### src/rtl/dcache_ctrl.sv
// dcache_ctrl: direct-mapped, write-back, write-allocate data cache controller.
//
// Serves one CPU request at a time. Hits complete in the cycle after accept.
// Misses first write back a dirty victim line, then fill the line from backing
// memory one beat per mem_ack, and finally complete through a second lookup.
//
// Ports
//   clk, reset           clock; asynchronous active-low reset
//   cpu_valid/addr/din   CPU request, address (byte, [1:0] ignored), store data
//   cpu_mem_read/write   request opcode (both set means store)
//   cpu_ready            request accepted when high together with cpu_valid
//   cpu_resp_valid       one-cycle completion pulse
//   cpu_dout/cpu_hit     load data and first-lookup-hit flag, with cpu_resp_valid
//   mem_req/write/addr/din  backing-memory beat, held until mem_ack
//   mem_ack/mem_dout     beat completion and read data

module dcache_ctrl #(
    parameter int unsigned NUM_LINES  = 16,
    parameter int unsigned LINE_WORDS = 4
) (
    input  logic        clk,
    input  logic        reset,
    input  logic        cpu_valid,
    input  logic [31:0] cpu_addr,
    input  logic [31:0] cpu_din,
    input  logic        cpu_mem_read,
    input  logic        cpu_mem_write,
    output logic        cpu_ready,
    output logic        cpu_resp_valid,
    output logic [31:0] cpu_dout,
    output logic        cpu_hit,
    output logic        mem_req,
    output logic        mem_write,
    output logic [31:0] mem_addr,
    output logic [31:0] mem_din,
    input  logic        mem_ack,
    input  logic [31:0] mem_dout
);

    localparam int unsigned OFF_W = $clog2(LINE_WORDS);
    localparam int unsigned IDX_W = $clog2(NUM_LINES);
    localparam int unsigned TAG_W = 32 - 2 - OFF_W - IDX_W;
    localparam int unsigned DEPTH = NUM_LINES * LINE_WORDS;
    localparam int unsigned DIDX_W = IDX_W + OFF_W;

    typedef enum logic [1:0] {
        IDLE      = 2'd0,
        COMPARE   = 2'd1,
        WRITEBACK = 2'd2,
        ALLOCATE  = 2'd3
    } state_t;

    // Control state
    state_t             state_q, state_d;
    logic [OFF_W-1:0]   beat_q, beat_d;
    logic [29:0]        addr_q, addr_d;     // latched word address
    logic [31:0]        din_q, din_d;
    logic               store_q, store_d;
    logic               miss_q, miss_d;     // request already missed once
    logic [NUM_LINES-1:0] valid_q, valid_d;
    logic [NUM_LINES-1:0] dirty_q, dirty_d;

    // Storage arrays (not reset)
    logic [31:0]        data_q [DEPTH];
    logic [TAG_W-1:0]   tag_q  [NUM_LINES];

    logic               data_we;
    logic [DIDX_W-1:0]  data_widx;
    logic [31:0]        data_wdata;
    logic               tag_we;

    // Byte-lane bits of the CPU address carry no meaning here
    logic unused_addr_bits;
    assign unused_addr_bits = ^cpu_addr[1:0];

    // Request address fields
    logic [OFF_W-1:0] req_off;
    logic [IDX_W-1:0] req_idx;
    logic [TAG_W-1:0] req_tag;
    assign req_off = addr_q[OFF_W-1:0];
    assign req_idx = addr_q[OFF_W+IDX_W-1:OFF_W];
    assign req_tag = addr_q[29:OFF_W+IDX_W];

    // Lookup of the indexed line
    logic [TAG_W-1:0] cur_tag;
    logic             hit_c;
    logic [31:0]      hit_word;
    logic [31:0]      wb_word;
    assign cur_tag  = tag_q[req_idx];
    assign hit_c    = valid_q[req_idx] && (cur_tag == req_tag);
    assign hit_word = data_q[{req_idx, req_off}];
    assign wb_word  = data_q[{req_idx, beat_q}];

    // Ready is a pure function of state, gated so it reads 0 while in reset
    assign cpu_ready = reset && (state_q == IDLE);

    // Next-state, storage write and output logic
    always_comb begin
        state_d        = state_q;
        beat_d         = beat_q;
        addr_d         = addr_q;
        din_d          = din_q;
        store_d        = store_q;
        miss_d         = miss_q;
        valid_d        = valid_q;
        dirty_d        = dirty_q;
        data_we        = 1'b0;
        data_widx      = {req_idx, req_off};
        data_wdata     = din_q;
        tag_we         = 1'b0;
        cpu_resp_valid = 1'b0;
        cpu_dout       = 32'd0;
        cpu_hit        = 1'b0;
        mem_req        = 1'b0;
        mem_write      = 1'b0;
        mem_addr       = 32'd0;
        mem_din        = 32'd0;

        unique case (state_q)
            IDLE: begin
                if (cpu_valid && (cpu_mem_read || cpu_mem_write)) begin
                    addr_d  = cpu_addr[31:2];
                    din_d   = cpu_din;
                    store_d = cpu_mem_write;
                    miss_d  = 1'b0;
                    state_d = COMPARE;
                end
            end

            COMPARE: begin
                if (hit_c) begin
                    cpu_resp_valid = 1'b1;
                    cpu_hit        = !miss_q;
                    if (store_q) begin
                        data_we          = 1'b1;
                        dirty_d[req_idx] = 1'b1;
                    end else begin
                        cpu_dout = hit_word;
                    end
                    state_d = IDLE;
                end else begin
                    miss_d  = 1'b1;
                    beat_d  = '0;
                    state_d = (valid_q[req_idx] && dirty_q[req_idx]) ? WRITEBACK : ALLOCATE;
                end
            end

            WRITEBACK: begin
                mem_req   = 1'b1;
                mem_write = 1'b1;
                mem_addr  = {cur_tag, req_idx, beat_q, 2'b00};
                mem_din   = wb_word;
                if (mem_ack) begin
                    if (beat_q == OFF_W'(LINE_WORDS - 1)) begin
                        beat_d  = '0;
                        state_d = ALLOCATE;
                    end else begin
                        beat_d = beat_q + OFF_W'(1);
                    end
                end
            end

            ALLOCATE: begin
                mem_req  = 1'b1;
                mem_addr = {req_tag, req_idx, beat_q, 2'b00};
                if (mem_ack) begin
                    data_we    = 1'b1;
                    data_widx  = {req_idx, beat_q};
                    data_wdata = mem_dout;
                    if (beat_q == OFF_W'(LINE_WORDS - 1)) begin
                        tag_we           = 1'b1;
                        valid_d[req_idx] = 1'b1;
                        dirty_d[req_idx] = 1'b0;
                        beat_d           = '0;
                        state_d          = COMPARE;
                    end else begin
                        beat_d = beat_q + OFF_W'(1);
                    end
                end
            end

            default: state_d = IDLE;
        endcase
    end

    // Control registers; reset abandons any in-flight request
    always_ff @(posedge clk or negedge reset) begin
        if (!reset) begin
            state_q <= IDLE;
            beat_q  <= '0;
            addr_q  <= '0;
            din_q   <= '0;
            store_q <= 1'b0;
            miss_q  <= 1'b0;
            valid_q <= '0;
            dirty_q <= '0;
        end else begin
            state_q <= state_d;
            beat_q  <= beat_d;
            addr_q  <= addr_d;
            din_q   <= din_d;
            store_q <= store_d;
            miss_q  <= miss_d;
            valid_q <= valid_d;
            dirty_q <= dirty_d;
        end
    end

    // Data and tag arrays; contents are qualified by valid bits
    always_ff @(posedge clk) begin
        if (data_we) begin
            data_q[data_widx] <= data_wdata;
        end
        if (tag_we) begin
            tag_q[req_idx] <= req_tag;
        end
    end

endmodule

### config.mk
export PLATFORM = sky130hd
export DESIGN_NAME = dcache_ctrl
export DESIGN_NICKNAME = d
export VERILOG_FILES = /design/src/rtl/dcache_ctrl.sv
export SDC_FILE = /design/constraint.sdc
export NUM_CORES = 2
export LEC_CHECK = 0
export CORE_ASPECT_RATIO = 1.2
export CORE_UTILIZATION = 30
export DETAILED_ROUTE_END_ITERATION = 16
export PLACE_DENSITY = 0.51
export SLEW_MARGIN = 10
export SYNTH_ARGS = -nofsm -noshare
export SYNTH_HDL_FRONTEND = slang
export SYNTH_SLANG_ARGS = --single-unit
### constraint.sdc
create_clock -name clk -period 8.92 [get_ports clk]
set_input_delay 2.676 -clock clk [delete_from_list [all_inputs] [get_ports clk]]
set_output_delay 2.676 -clock clk [all_outputs]
set_load 0.005 [all_outputs]
==> flow_summary_export.csv <==
group,metric,value,unit
status,status,"completed",
layout,drive_above_1_share,35.4,%
logic_synthesis,synth-xor-area-share,0.175,%
setup_path,path_buf_inv,2,
detailed_routing,ant_nets,0,
setup_path,end_kind,"output pin",
setup_path,cp_data_arrival_time,5.96,ns
sta,layout_worst_path_cycle_share,96.8,%
setup_path,slowest_delay,0.74,ns
pwr,internal-power,28.9,mW
global_route,grt_max_degree,101,
layout,area_growth,16.6,%
logic_synthesis,synth_fa_ha_area_share,0.0545,%
layout,stdcell_count,11200,
setup_path,worst-setup-path-type,"flop to output pin",
clock_network,cts_tree,"built",
logic_synthesis,muxShareOfSynthArea,27.2,%
setup_path,cp_top_family,"simple AND/OR/NAND/NOR gates",
clock_network,postCtsHoldBufs,0,
detailed_routing,vias_per_cell,5.86,
setup_path,crit_fanout,22,
layout,seq_area,75600,um^2
die,coreArea,381000,um^2
logic_synthesis,yosys.area_share.simple,2.01,%
global_route,grt_pass1_vias,67500,
detailed_routing,drt-total-wl,424000,um
logic_synthesis,ys_types,71,
logic_synthesis,synth_flop_cell,"edfxtp_1",
pwr,peakVddDrop,0.309,mV
detailed_routing,drt_iter0_drc,8505,
placement,port_buffers,198,
sta,fin_ws,0.283,ns
sta,fin_skew,0.0763,ns
logic_synthesis,synth_compound_area_share,3.07,%
logic_synthesis,synth_top_family_by_area,"multiplexers",
setup_path,timing.critical_path.depth,11,
pwr,p_switching,15.9,mW
logic_synthesis,synth_cells,5636,
run,drv_cap,0,
setup_path,crit_required,6.24,ns
logic_synthesis,synth-seq-cells,2532,
die,ios,203,
pwr,leakage,41.2,nW
worst_hold_path,hold_depth,1,
detailed_routing,via_count,65800,
sta,min_period,8.64,ns
global_route,grt_pass1_wl,574000,um
die,row_count,248,
pwr,comb_power_share,38.5,%
die,initial_core_util,30.2,%
placement,gp_congestion,0.795,
pwr,power.share.sequential,35.6,%
sta,setup_viol,0,
sta,rsz0062_at_grt,"false",
sta,fmax,116,MHz
sta,tightest_slew,1.30,ns
placement,place_ws,1.05,ns
logic_synthesis,synth_area,115000,um^2
logic_synthesis,synth-edff-count,2432,
detailed_routing,drtPass1Iterations,5,
worst_hold_path,min_path_type,"flop to flop",
layout,multi_input_area,37900,um^2
placement,dpl.cell_count,10700,
die,die_area,385000,um^2
die,die_x,567,um
die,die_y,680,um
pwr,p_sw_share,35.4,%
sta,slew_viol_final,0,
detailed_routing,wl_per_cell,37.7,um
setup_path,path_cells,"buf_4 > nor2b_4 > a22oi_1 > nand4_1 > a32oi_1 > or4_1 > nor4_4 > nand4_2 > or2_4 > a21oi_1 > clkdlybuf4s50_1",
sta,finalHoldViolCount,0,
pwr,p_total,44.7,mW
detailed_routing,drc,0,
global_route,grtUsageTotal,21.6,%
setup_path,r2r_slack,2.84,ns
sta,setup_tns,0,ns
logic_synthesis,avgSynthCellArea,20.4,um^2
clock_network,cts-root-buf,"clkbuf_16",
clock_network,cts_buffers,285,
clock_network,clk_path_buf_depth,4,
clock_network,cts_num_sinks,2532,
layout,nFillCells,35200,
global_route,antenna_found_initial,20,
sta,relSlewSlack,13.5,%
pwr,clkPwrFrac,25.9,%
pwr,power_per_cell_area,334,nW/um^2
setup_path,r2r_cells,13,
global_route,gr-total-overflow,0,
placement,dp_hpwl,236000,um
setup_path,start_kind,"flop",
layout,final_core_util,35.2,%
logic_synthesis,yosys_warnings,0,
logic_synthesis,ys_seq_area_share,65.8,%
setup_path,cp_slowest_cell,"dfrtp_4",
logic_synthesis,async_flop_share,3.95,%
clock_network,h-tree-depth,5,
clock_network,clkLatencyLatePin,0.95,ns
clock_network,clk_pin_slew,0.06,ns
layout,nNetsFinal,6115,
==> kinds of logic (layout without fill, tap and decap cells) <==
family | after synthesis | in the layout
adders and majority gates | 5 | 5
DFF | 2532 | 2532
xor gates and xnor gates | 23 | 23
and+or+nand+nor | 523 | 523
muxes | 1575 | 1575
AOI/OAI and AO/OA | 511 | 511
other | 1 | 5
buffers and inverters | 466 | 1052
==> cells in the final DEF (no fill, tap or decap), types with 64 or more instances in the layout <==
cell type,instances
nor3_2,64
mux2i_1,217
buf_4,265
clkbuf_16,294
a21oi_1,91
mux2_2,132
clkbuf_1,72
mux4_2,1217
o21ai_0,79
dfrtp_1,92
edfxtp_1,2432
nor2_1,111
clkdlybuf4s50_1,197
a22oi_1,139
nand2_1,212
==> timing repair <==
item                                    in CTS  in global routing
buffers inserted                             0                  2
gates resized for setup                      0                  1
endpoints found under the setup margin       0                 17
==> layout make-up <==
type / instances / share of cell area, %
sequential: 2532 / 56.4
multi-input combinational: 2639 / 28.3
clock buffer: 377 / 5.81
tap: 5000 / 4.67
timing repair buffer: 519 / 3.80
clock inverter: 125 / 0.882
inverter: 31 / 0.0916
antenna: 3 / 0.00561
==> synthesized netlist by cell type, types with 7 or more instances <==
cell / count / area share, %
buf_4: 7 / 0.046
a22o_1: 20 / 0.15
edfxtp_1: 2432 / 64
buf_2: 80 / 0.35
mux2_2: 135 / 1.3
nor2b_1: 12 / 0.065
mux2i_1: 218 / 1.9
o2bb2ai_1: 7 / 0.053
mux4_2: 1217 / 24
nand2b_1: 9 / 0.049
o21ai_0: 79 / 0.34
xor2_1: 7 / 0.053
clkbuf_1: 229 / 0.75
buf_6: 15 / 0.15
a21oi_1: 91 / 0.40
or2_2: 13 / 0.071
o211ai_1: 34 / 0.22
a41oi_1: 8 / 0.061
buf_1: 104 / 0.34
a22oi_1: 139 / 0.91
nand2_1: 215 / 0.70
a32o_1: 10 / 0.087
nor2_1: 134 / 0.44
a211oi_1: 20 / 0.13
nor3_1: 82 / 0.36
dfrtp_1: 100 / 2.2
nand3_1: 27 / 0.12
a31oi_1: 8 / 0.044
o22ai_1: 34 / 0.19
and2_1: 11 / 0.060
xnor2_1: 16 / 0.12
o221ai_1: 9 / 0.069
a221oi_1: 15 / 0.11
inv_1: 29 / 0.095
==> state kept, by name, summed over array words and instances (netlist names), named ones only <==
| name | count |
|---|---|
| beat_q | 2 |
| addr_q | 30 |
| miss_q | 1 |
| valid_q | 16 |
| data_q | 2048 |
| state_q | 2 |
| tag_q | 384 |
| store_q | 1 |
| din_q | 32 |
==> worst paths after layout <==
check	from	end
max reg2reg	addr_q[3]	data_q[12][20]
min in group asynchronous	reset	din_q[24]
min reg2reg	valid_q[0]	valid_q[0]
max in group asynchronous	reset	addr_q[5]
min	valid_q[0]	valid_q[0]
max	addr_q[3]	cpu_dout[28]
==> stage by stage <==
step                      cell area, um^2  hold WS (ns)
final                              134000         0.466
after global routing               134000         0.485
after detailed placement           125000         0.452
after CTS                          134000         0.467
after floorplan                    115000         0.429
after global placement             125000         0.446
==> layer usage <==
| layer | global-route usage [%] | vias to the layer above | share of wire [%] |
|---|---|---|---|
| met2 | 35.1 | 3331 | 48 |
| li1 | - | 25100 | - |
| met5 | 0 | - | 0.014 |
| met3 | 3.82 | 711 | 8.3 |
| met1 | 29.0 | 36600 | 40 |
| met4 | 8.10 | 8 | 4.2 |
==> power groups by stage <==
| stage | registers [mW] | logic (mW) | clock network (mW) |
|---|---|---|---|
| final | 15.9 | 17.2 | 11.6 |
| after global routing | 16.0 | 18.1 | 12.2 |
| after CTS | 16.0 | 17.2 | 11.8 |
| after detailed placement | 16.2 | 17.2 | 0 |
| after global placement | 16.2 | 17.1 | 0 |
| after floorplan | 15.7 | 11.0 | 0 |
==> worst register-to-register path, delay by kind of cell, from the launching register on <==
family,cells,cell delay [ns]
AO/OA/AOI/OAI,3,0.84
flip-flops,1,0.74
AND/OR/NAND/NOR,6,2.50
buffers and inverters,4,1.56
Note: power is estimated with default switching activity, not from simulation.
